<file path="src/rtl/rsa_core_mod.sv">
// Restoring shift-subtract reducer: mod_r = mod_x mod mod_n, one dividend bit per clock.
// Optional RSA_MOD_FAST_EN: single-edge bypass when mod_x is already below mod_n.
module rsa_core_mod #(
  parameter int DATA_WIDTH = 8
) (
  input  logic                      mod_clk,
  input  logic                      mod_rst,
  input  logic                      mod_start,
  input  logic [2*DATA_WIDTH-1:0]   mod_x,
  input  logic [DATA_WIDTH-1:0]     mod_n,
  output logic                      mod_busy,
  output logic                      mod_done,
  output logic                      mod_err,
  output logic [DATA_WIDTH-1:0]     mod_r
);

  localparam int W  = DATA_WIDTH;
  localparam int CW = (2 * W > 1) ? $clog2(2 * W) : 1;

  localparam logic [0:0] IDLE = 1'b0;
  localparam logic [0:0] RUN  = 1'b1;

  localparam logic [CW-1:0] LAST = CW'(2 * W - 1);

  logic [0:0]     state;
  logic [2*W-1:0] x_sh;
  logic [W-1:0]   n_q;
  logic [W:0]     r_acc;
  logic [CW-1:0]  cnt;

  logic [W:0]     t;
  logic [W:0]     r_next;
  logic           n_zero;
  logic           fast_ok;

  // Top bit of r_acc is always 0 between steps, so the shift drops nothing.
  always_comb begin
    t      = (r_acc << 1) | {{W{1'b0}}, x_sh[2*W-1]};
    r_next = (t >= {1'b0, n_q}) ? t - {1'b0, n_q} : t;
  end

  assign n_zero = (mod_n == '0);

`ifdef RSA_MOD_FAST_EN
  assign fast_ok = (mod_x[2*W-1:W] == '0) && (mod_x[W-1:0] < mod_n);
`else
  assign fast_ok = 1'b0;
`endif

  always_ff @(posedge mod_clk or posedge mod_rst) begin
    if (mod_rst) begin
      state    <= IDLE;
      mod_busy <= 1'b0;
      mod_done <= 1'b0;
      mod_err  <= 1'b0;
      mod_r    <= '0;
      x_sh     <= '0;
      n_q      <= '0;
      r_acc    <= '0;
      cnt      <= '0;
    end else begin
      mod_done <= 1'b0;
      mod_err  <= 1'b0;
      unique case (state)
        IDLE: begin
          if (mod_start) begin
            if (n_zero) begin
              mod_done <= 1'b1;
              mod_err  <= 1'b1;
              mod_r    <= '0;
            end else if (fast_ok) begin
              mod_r    <= mod_x[W-1:0];
              mod_done <= 1'b1;
            end else begin
              x_sh     <= mod_x;
              n_q      <= mod_n;
              r_acc    <= '0;
              cnt      <= '0;
              state    <= RUN;
              mod_busy <= 1'b1;
            end
          end
        end
        RUN: begin
          r_acc <= r_next;
          x_sh  <= x_sh << 1;
          cnt   <= cnt + 1'b1;
          if (cnt == LAST) begin
            mod_r    <= r_next[W-1:0];
            mod_done <= 1'b1;
            mod_busy <= 1'b0;
            state    <= IDLE;
          end
        end
        default: state <= IDLE;
      endcase
    end
  end

endmodule

</file>
<file path="config.mk">
export PLATFORM = sky130hd
export DESIGN_NAME = rsa_core_mod
export DESIGN_NICKNAME = d
export VERILOG_FILES = /design/src/rtl/rsa_core_mod.sv
export SDC_FILE = /design/constraint.sdc
export NUM_CORES = 1
export LEC_CHECK = 0
export CORE_MARGIN = 3
export CORE_UTILIZATION = 53
export CTS_CLUSTER_DIAMETER = 30
export DETAILED_ROUTE_END_ITERATION = 6
export PLACE_DENSITY = 0.79
export SETUP_SLACK_MARGIN = 0.05
export SLEW_MARGIN = 20
export SYNTH_ARGS = -nofsm -noshare
export SYNTH_HDL_FRONTEND = slang
export SYNTH_SLANG_ARGS = --single-unit
</file>
<file path="constraint.sdc">
create_clock -name mod_clk -period 2.2 [get_ports mod_clk]
set_input_delay 0.22 -clock mod_clk [delete_from_list [all_inputs] [get_ports mod_clk]]
set_output_delay 0.22 -clock mod_clk [all_outputs]
set_load 0.005 [all_outputs]
</file>
* Word-level counts from Yosys, hierarchy flattened
Index checks and enable logic that the tools add are counted.
Cells by class: magnitude comparators 1, bitwise operators 3, add/sub/neg operators 2, muxes and demuxes 27, reduce and logical (&&, ||, !) cells 5, equal/unequal tests 5
Operator list (count):
- $mux W8 | 6
- $mux W16 | 2
- $pmux W16 S2 | 1
- $pmux W8 S2 | 2
- $mux W1 | 10
- $ge A9 B8 Y1 | 1
- $or A9 B1 Y9 | 1
- $reduce_and A3 Y1 | 3
- $logic_not A8 Y1 | 1
- $mux W4 | 2
- $pmux W4 S2 | 1
- $sub A8 B8 Y8 | 1
- $ne A2 B2 Y1 const B | 3
- $pmux W1 S2 | 3
- $add A4 B1 Y4 const B | 1
- $eq A4 B4 Y1 const B | 1
- $ne A2 B1 Y1 const B | 1
- $not A1 Y1 | 2
- $reduce_and A2 Y1 | 1
Word-level totals: logic and storage cells 52, input port bits 27, flip-flop bits (word level) 48

* Longest topological paths before layout
Gate-level depths: netlist of run 1.
depth in word-level cells 5, mapped depth 8

* Worst setup path before layout of run 1
OpenSTA, ideal clock, no wires.
path kind flip-flop to flip-flop, from register r_acc[5], to register mod_r[0], library setup time 0.084 ns, setup slack 0.164 ns, stages on the path, launching flop included 7, arrival 1.951 ns, path buffers 0, period minus slack after synthesis 2.036 ns, cell sequence dfrtp_1 ha_1 a21oi_1 o221ai_1 a21oi_2 mux2_2 o22ai_1
Between the ends: word-level cells in the longest chain between the ends 5
RTL lines:
- from (decl) | RTL line 28 | logic [W:0] r_acc;
- from (signal assigned) | RTL line 85 | r_acc <= r_next;
- $or A9 B1 Y9 | RTL line 38 | t = (r_acc << 1) | {{W{1'b0}}, x_sh[2*W-1]};
- $ge A9 B8 Y1 | RTL line 39 | r_next = (t >= {1'b0, n_q}) ? t - {1'b0, n_q} : t;
- $mux W8 | RTL line 39
- $mux W8 | RTL line 88 | if (cnt == LAST) begin
- $pmux W8 S2 | RTL line 64 | unique case (state)
- to (signal assigned) | RTL line 72 | mod_r <= mod_x[W-1:0];
- to (signal assigned) | RTL line 89 | mod_r <= r_next[W-1:0];
- to (decl) | RTL line 14 | output logic [DATA_WIDTH-1:0] mod_r
Every way passes these cells. The select of a mux whose other input is x is not followed. A chain may end at the register's enable or synchronous reset.

* Worst setup path after layout of run 1
from register n_q[0], to register r_acc[6]
Between the ends: word-level cells in the longest chain between the ends 3, elaborated cells between the ends (all ways) 4, classes of those cells add/sub (1); order compare (1); mux (2)
RTL lines:
- from (decl) | RTL line 27 | logic [W-1:0] n_q;
- from (signal assigned) | RTL line 76 | n_q <= mod_n;
- $sub A8 B8 Y8 / $ge A9 B8 Y1 (equally long branches) | RTL line 39
- $mux W8 (*) | RTL line 39
- $pmux W8 S2 (*) | RTL line 64
Every way passes the cells marked *; elsewhere a longest branch is shown, timed or not.

==> results of run 1 <==
-- registers in the layout, summed over array words and instances, names as in the netlist --
signal / flops
cnt: 4
mod_busy: 1
mod_done: 1
mod_err: 1
mod_r: 8
n_q: 8
r_acc: 8
state: 1
x_sh: 16
-- path summary, 6_finish.rpt --
path	to	cells after the start	startpoint	slack [ps]
worst max-delay path	r_acc[6]	7	n_q[0]	140
worst min-delay path	x_sh[4]	3	mod_rst	370
worst max register to register	r_acc[6]	7	n_q[0]	140
worst min register to register	x_sh[5]	2	x_sh[5]	490
max in group asynchronous	r_acc[6]	3	mod_rst	1420
min in group mod_clk	n_q[0]	3	mod_n[0]	470
-- logic make-up after synthesis --
| group | count (synthesis) |
|---|---|
| compound gates | 70 |
| mux | 20 |
| fa+ha+maj | 10 |
| xor+xnor | 1 |
| buf+inv | 25 |
| simple gates | 76 |
| flops | 48 |
-- power by group --
group / total, mW / internal, mW / switching [mW]
registers: 1.55 / 1.29 / 0.254
clock network: 0.521 / 0.222 / 0.299
logic: 2.85 / 1.36 / 1.49
-- worst reg2reg max path, stage by stage (launching register included) --
cell     delay, ps
dfrtp_1        420
ha_1           250
fa_1           410
nor2b_1        170
o31a_1         220
mux2i_1        210
a31o_2         190
o21ai_0         70
-- layout make-up --
cell class              count  area (µm²)
repair buffers             52       495.5
clock buffers               5       68.82
clock inverters             3       18.77
well taps                  52       65.06
inverters                  16       60.06
fillers                   345        1334
multi-input cells         177        1171
flip-flops and latches     48        1201
-- routing by layer --
layer,up-vias,track usage,share of wire
met5,-,0,0
met4,0,0.04829,0.0098
met3,6,0.03649,0.067
met2,48,0.2844,0.45
met1,904,0.2863,0.47
li1,998,-,-
-- repair_timing --
item	in CTS	in global routing
setup buffers	0	0
pin swaps	0	2
gates resized for setup	1	5
hold endpoints to repair	0	0
cloned	0	0
hold buffers	0	0
setup endpoints to repair	1	6
-- cells in the mapped netlist (3+ instances only) --
master / number / area share
nor2_1: 10 / 0.015
o21ai_0: 30 / 0.061
o21ai_1: 4 / 0.0082
ha_1: 9 / 0.046
nand2_1: 42 / 0.064
mux2i_1: 18 / 0.074
nor2b_1: 4 / 0.010
a21oi_1: 7 / 0.014
nand3_1: 6 / 0.012
buf_4: 3 / 0.0092
nand4_1: 3 / 0.0077
clkbuf_1: 3 / 0.0046
dfrtp_1: 48 / 0.49
a32oi_1: 6 / 0.021
inv_1: 16 / 0.025
a22o_1: 4 / 0.014
-- through the flow --
stage               hold WS [ps]  area (µm²)    util
finish                     373.3        3080  0.6978
CTS                        398.9        3057  0.6925
detailed placement         470.9        2963  0.6712
global placement           460.5        2963  0.6712
floorplan                  325.4        2450       -
global route               440.5        3080  0.6978
==> impl_metrics.json, run 1 <==
{
  "outcome": "finished clean",
  "cp_num_buf_inv": 0,
  "synth-edff-count": 0,
  "cts-buffers-inserted": 5,
  "crit_path_start_kind": "register",
  "relSlewSlack": 0.6091,
  "grt_max_degree": 49,
  "clkLatencyLatePin_ps": 300,
  "final_nets": 337,
  "clock_path_buffers": 2,
  "grt_first_pass_wirelength_um": 7997,
  "hpwl_um": 3633,
  "layout_commonest_cell": "dfrtp_1",
  "drive_gt1_frac": 0.1130,
  "ant_nets": 0,
  "hold_class": "input pin to async pin",
  "yosys.area_share.simple": 0.1425,
  "critPathRequiredTime_ps": 2380,
  "synth_mux_area_frac": 0.08274,
  "synthArstFlopShare": 1.000,
  "crit_family": "adder cells",
  "cts_tree": "yes",
  "drc_errors": 0,
  "setup_viol_count_final": 0,
  "cpPeakStageDelay_ps": 420,
  "pre_cts_ws_ps": 41.31,
  "cp_cell_sequence": "ha_1 > fa_1 > nor2b_1 > o31a_1 > mux2i_1 > a31o_2 > o21ai_0",
  "p_per_area_nw_per_um2": 1597,
  "synth-xor-area-share": 0.003575,
  "die_area_um2": 5474,
  "p_total_mw": 4.920,
  "worst_ir_drop_vdd_mv": 0.7840,
  "slowest_stage": "dfrtp_1",
  "finalCritPeriodShare": 0.9356,
  "synthAdderAreaFrac": 0.05414,
  "cp-end-kind": "register",
  "wire_per_inst_um": 14.17,
  "drt_wl_total_um": 5002,
  "min_period_ps": 2058,
  "tightest_slew_ps": 586.3,
  "maxSlewViolCount": 0,
  "critPathArrivalTime_ps": 2240,
  "layout.cells.non_filler": 353,
  "drt_iter0_drc": 122,
  "vias": 1956,
  "die_w_um": 73.99,
  "die_y_um": 73.99,
  "finalHoldViolations": 0,
  "grt_antenna_before_repair": 0,
  "synthCells": 250,
  "synth_seq_cells": 48,
  "design.core.area_um2": 4414,
  "place_inst": 345,
  "clk_pin_slew_ps": 90,
  "grt_use_total": 0.1904,
  "syn_area_um2": 2450,
  "finalClockSkew_ps": 5.632,
  "timing.fmax_mhz": 485.8,
  "leakagePower_nw": 1.427,
  "fin_setup_tns_ps": 0,
  "cap_viol_max_count": 0,
  "synth.distinct_cells": 41,
  "ys_seq_area_frac": 0.4903,
  "layout_common_cells": "dfrtp_1 (48), nand2_1 (42), clkdlybuf4s50_1 (37), o21ai_0 (29), mux2i_1 (18)",
  "critical_path_class": "register to register",
  "rows": 24,
  "syn_nets": 287,
  "gr-total-overflow": 0,
  "cp_max_fo": 3,
  "routabilityCongestion": 0.8345,
  "clockRootBuffer": "clkbuf_8",
  "synth_flop_cell": "dfrtp_1",
  "area_growth_pct": 25.74,
  "grt_pass1_vias": 1670,
  "yosys_warnings": 0,
  "avgSynthCellArea_um2": 9.799,
  "initial_core_util": 0.5550,
  "cts_sinks": 48,
  "synth_top_family_by_area": "compound AO/OA/AOI/OAI gates",
  "setup_slack_ps": 141.6,
  "routed_via_density": 5.541,
  "rsz0062_at_grt": "false",
  "synth_compound_area_frac": 0.1828,
  "antenna_cells": 0,
  "h-tree-depth": 2,
  "boundaryPins": 38,
  "io_buffer_count": 37,
  "firstDrtPassIters": 4
}
Note: power is estimated with default switching activity, not from simulation.
==> inputs of run 2 (changes only) <==
CORE_UTILIZATION = 58   (was 53)
PLACE_DENSITY = 0.85   (was 0.79)
clock period = 2.55 ns   (was 2.2 ns; I/O delays follow)
==> impl_metrics.json, run 2 (synthesized netlist as in run 1, its figures left out) <==
{
  "cp_max_fo": 6,
  "area_growth_pct": 22.83,
  "p_clk_frac": 0.125,
  "grt_first_pass_wirelength_um": 9252,
  "die_w_um": 70.99,
  "met2_usage": 0.3605,
  "setup_slack_ps": 292.7,
  "grt_antenna_before_repair": 0,
  "grt_pass1_vias": 2005,
  "worst_ir_drop_vdd_mv": 0.8580,
  "critPathArrivalTime_ps": 2440,
  "combPwrFrac": 0.549,
  "finalCritPeriodShare": 0.8852,
  "relSlewSlack": 0.6204,
  "ant_nets": 0,
  "tightest_slew_ps": 568.6,
  "critPathRequiredTime_ps": 2740,
  "drive_gt1_frac": 0.06873,
  "grt_max_degree": 43,
  "grt_use_total": 0.2323,
  "leakagePower_nw": 1.392,
  "layout_common_cells": "dfrtp_1 (48), nand2_1 (42), clkdlybuf4s50_1 (37), o21ai_0 (30), mux2i_1 (18)",
  "vias": 1992,
  "cp-end-kind": "register",
  "grt_use_met1": 0.3204,
  "outcome": "finished clean",
  "top_register": "x_sh",
  "routabilityCongestion": 0.9126,
  "ctsResizeCount": 0,
  "finalClockSkew_ps": 5.718,
  "design.core.area_um2": 3854,
  "setup_viol_count_final": 0,
  "drt_wl_total_um": 5486,
  "antenna_cells": 0,
  "p_per_area_nw_per_um2": 1383,
  "cap_viol_max_count": 0,
  "rsz0062_at_grt": "false",
  "top_usage_layer": "met2",
  "cts-buffers-inserted": 5,
  "firstDrtPassIters": 4,
  "clk_pin_slew_ps": 80,
  "gr-total-overflow": 0,
  "die_y_um": 70.99,
  "p_total_mw": 4.163,
  "cts_sinks": 48,
  "p_sw_frac": 0.4164,
  "wire_per_inst_um": 16.18,
  "critical_path_class": "register to register",
  "hold_class": "input pin to async pin",
  "finalHoldViolations": 0,
  "power_frac_seq": 0.326,
  "clkLatencyLatePin_ps": 300,
  "h-tree-depth": 2,
  "crit_path_start_kind": "register",
  "io_buffer_count": 37,
  "drt_iter0_drc": 150,
  "postLayoutCellArea_um2": 3009,
  "initial_core_util": 0.6357,
  "clockRootBuffer": "clkbuf_8",
  "min_period_ps": 2257,
  "hpwl_um": 3804,
  "fillCellCount": 273,
  "timing.fmax_mhz": 443.0,
  "rows": 22,
  "met3_usage": 0.05824,
  "clock_path_buffers": 2,
  "largest_reg_flops": 16,
  "drc_errors": 0,
  "cts_tree": "yes",
  "routed_via_density": 5.876,
  "boundaryPins": 38,
  "holdBufCountCts": 0,
  "final_nets": 329,
  "pre_cts_ws_ps": 304.6,
  "postPlaceCellArea_um2": 2910,
  "reg2reg_slack_ps": 290,
  "maxSlewViolCount": 0,
  "cts_setup_buffers": 0,
  "fin_setup_tns_ps": 0,
  "p_int_mw": 2.429,
  "die_area_um2": 5040,
  "layout_commonest_cell": "dfrtp_1",
  "net-switching-power_mw": 1.733
}
[run 2: cell types whose count changed in the layout (fill, tap and decap cells not counted), sizes merged]
cell / before / now
bufinv: 0 / 1
clkinv: 3 / 0
buf: 15 / 7
[run 2: worst max-delay path, cell delays in order (launching register included)]
cell and delay, ps:
dfrtp_1 430, ha_1 400, nand2_1 70, o21ai_0 360, a21o_1 320, mux2_2 390
a22o_1 190
[run 2: per-stage QoR]
| stage | utilization | hold slack (ps) | cells |
|---|---|---|---|
| 2_1_floorplan | - | 360.4 | 250 |
| 3_3_place_gp | 0.7552 | 462.1 | 333 |
| 3_5_place_dp | 0.7552 | 469.6 | 333 |
| 4_1_cts | 0.7808 | 346.7 | 339 |
| 5_1_grt | 0.7808 | 376.5 | 339 |
| 6_report | 0.7808 | 327.8 | 339 |
[run 2: layout make-up]
cell class / instances / area (µm²) / area share
timing repair buffer: 44 / 447.9 / 0.1489
multi-input combinational: 177 / 1141 / 0.3792
inverter: 16 / 60.06 / 0.01996
clock inverter: 1 / 30.03 / 0.009979
sequential: 48 / 1201 / 0.3992
tap: 48 / 60.06 / 0.01996
clock buffer: 5 / 68.82 / 0.02287
[run 2: worst paths after layout]
check / startpoint / end / depth (start not counted)
max reg2reg: r_acc[1] / r_acc[2] / 6
min in group mod_clk: x_sh[9] / x_sh[9] / 2
min reg2reg: x_sh[9] / x_sh[9] / 2
max: r_acc[1] / r_acc[2] / 6
max in group asynchronous: mod_rst / x_sh[14] / 3
min: mod_rst / x_sh[7] / 2
[run 2: power groups by stage]
stage               registers, mW  clock network (mW)  logic, mW
floorplan                    1.29                   0       1.61
global route                 1.40               0.567       2.54
finish                       1.36               0.521       2.28
global placement             1.35                   0       2.11
CTS                          1.35               0.524       2.25
detailed placement           1.36                   0       2.19
[run 2: per-layer routing]
layer	vias up	share of wire
met3	8	0.072
met1	942	0.44
li1	965	-
met5	-	0
met4	0	0.011
met2	77	0.48
==> inputs of run 3 (changes only) <==
GPL_TIMING_DRIVEN = 0   (was not set)
==> impl_metrics.json, run 3 (synthesized netlist as in run 1, its figures left out) <==
{
  "cts_setup_buffers": 0,
  "routed_via_density": 5.834,
  "die_y_um": 70.99,
  "boundaryPins": 38,
  "layout_common_cells": "dfrtp_1 (48), nand2_1 (42), clkdlybuf4s50_1 (37), o21ai_0 (30), mux2i_1 (18)",
  "io_buffer_count": 37,
  "antenna_cells": 0,
  "net-switching-power_mw": 1.674,
  "drt_wl_total_um": 5251,
  "h-tree-depth": 2,
  "area_growth_pct": 22.52,
  "crit_path_start_kind": "register",
  "cts_tree": "yes",
  "grt_antenna_before_repair": 0,
  "leakagePower_nw": 1.385,
  "critical_path_class": "register to register",
  "clkLatencyLatePin_ps": 310,
  "ctsResizeCount": 0,
  "holdBufCountCts": 0,
  "p_int_mw": 2.342,
  "finalClockSkew_ps": 8.022,
  "critPathRequiredTime_ps": 2780,
  "grt_first_pass_wirelength_um": 8714,
  "die_area_um2": 5040,
  "setup_viol_count_final": 0,
  "drive_gt1_frac": 0.06757,
  "finalCritPeriodShare": 0.9219,
  "clockRootBuffer": "clkbuf_8",
  "min_period_ps": 2351,
  "wire_per_inst_um": 15.26,
  "routabilityCongestion": 0.8229,
  "drt_iter0_drc": 172,
  "p_sw_frac": 0.4169,
  "gr-total-overflow": 0,
  "clk_pin_slew_ps": 90,
  "outcome": "finished clean",
  "rows": 22,
  "p_per_area_nw_per_um2": 1338,
  "timing.fmax_mhz": 425.4,
  "tightest_slew_ps": 793.0,
  "cp_max_fo": 10,
  "vias": 2007,
  "layout_commonest_cell": "dfrtp_1",
  "grt_use_total": 0.2187,
  "cts_sinks": 48,
  "grt_pass1_vias": 1880,
  "power_frac_seq": 0.333,
  "drc_errors": 0,
  "maxSlewViolCount": 0,
  "firstDrtPassIters": 4,
  "hold_class": "input pin to async pin",
  "initial_core_util": 0.6357,
  "hpwl_um": 3932,
  "worst_ir_drop_vdd_mv": 0.8694,
  "combPwrFrac": 0.548,
  "top_register": "x_sh",
  "p_clk_frac": 0.119,
  "cp-end-kind": "register",
  "critPathArrivalTime_ps": 2580,
  "cts-buffers-inserted": 5,
  "grt_max_degree": 26,
  "clock_path_buffers": 2,
  "die_w_um": 70.99,
  "final_nets": 332,
  "rsz0062_at_grt": "false",
  "ant_nets": 0,
  "design.core.area_um2": 3854,
  "p_total_mw": 4.016,
  "finalHoldViolations": 0,
  "fin_setup_tns_ps": 0,
  "largest_reg_flops": 16,
  "relSlewSlack": 0.4694,
  "cap_viol_max_count": 0
}
[run 3: changes by cell type in the layout (fill, tap and decap cells not counted), moves of 2 or more]
cell      previous run  this run
buf_12               2         0
clkbuf_1             0         4
buf_4                5         3
buf_2                0         2
[run 3: power by group through the flow]
stage | clock, mW | sequential (mW) | combinational, mW
after floorplan | 0 | 1.29 | 1.61
after global placement | 0 | 1.33 | 2.08
after detailed placement | 0 | 1.35 | 2.15
after CTS | 0.475 | 1.34 | 2.17
after global routing | 0.511 | 1.38 | 2.45
final | 0.478 | 1.34 | 2.20
[run 3: final timing paths]
check                          from        to  slack [ps]  depth (start not counted)
setup / recovery           r_acc[5]  mod_r[0]         200                          6
hold / removal              mod_rst   x_sh[8]         310                          2
setup reg to reg           r_acc[5]  mod_r[0]         200                          6
hold reg to reg             x_sh[9]   x_sh[9]         490                          2
max in group asynchronous   mod_rst  mod_busy        1730                          3
min in group mod_clk        x_sh[9]   x_sh[9]         490                          2
[run 3: layout make-up]
class                   instances  area, µm²
inverters                      16      60.06
well taps                      48      60.06
clock inverters                 1      7.507
fillers                       273      852.1
flip-flops and latches         48       1201
repair buffers                 38      397.9
plain buffers                   9      47.55
clock buffers                   7      86.33
multi-input cells             177       1141
[run 3: through the flow]
step           setup WS, ps  instance area [µm²]  cells  hold WS, ps    util
2_1_floorplan         514.3                 2450    250        360.4       -
6_report              199.1                 3002    344        312.9  0.7789
3_5_place_dp          100.0                 2908    336        476.1  0.7545
3_3_place_gp          178.7                 2880    335        465.0  0.7474
5_1_grt               85.56                 3002    344        368.8  0.7789
4_1_cts               222.4                 3002    344        331.7  0.7789
[run 3: critical path, cell delays in order, from the launching register on]
cell      delay (ps)
dfrtp_1          430
ha_1             350
a21oi_1          300
o221ai_1         230
a21oi_2          410
mux2_2           410
o22ai_1          140
[run 3: routing by layer]
metal / global-route usage / routed length [µm] / part of all wire
met5: 0 / 0 / 0
met3: 0.05256 / 295 / 0.056
met1: 0.3090 / 2474 / 0.47
met4: 0.05219 / 55 / 0.010
met2: 0.3429 / 2426 / 0.46
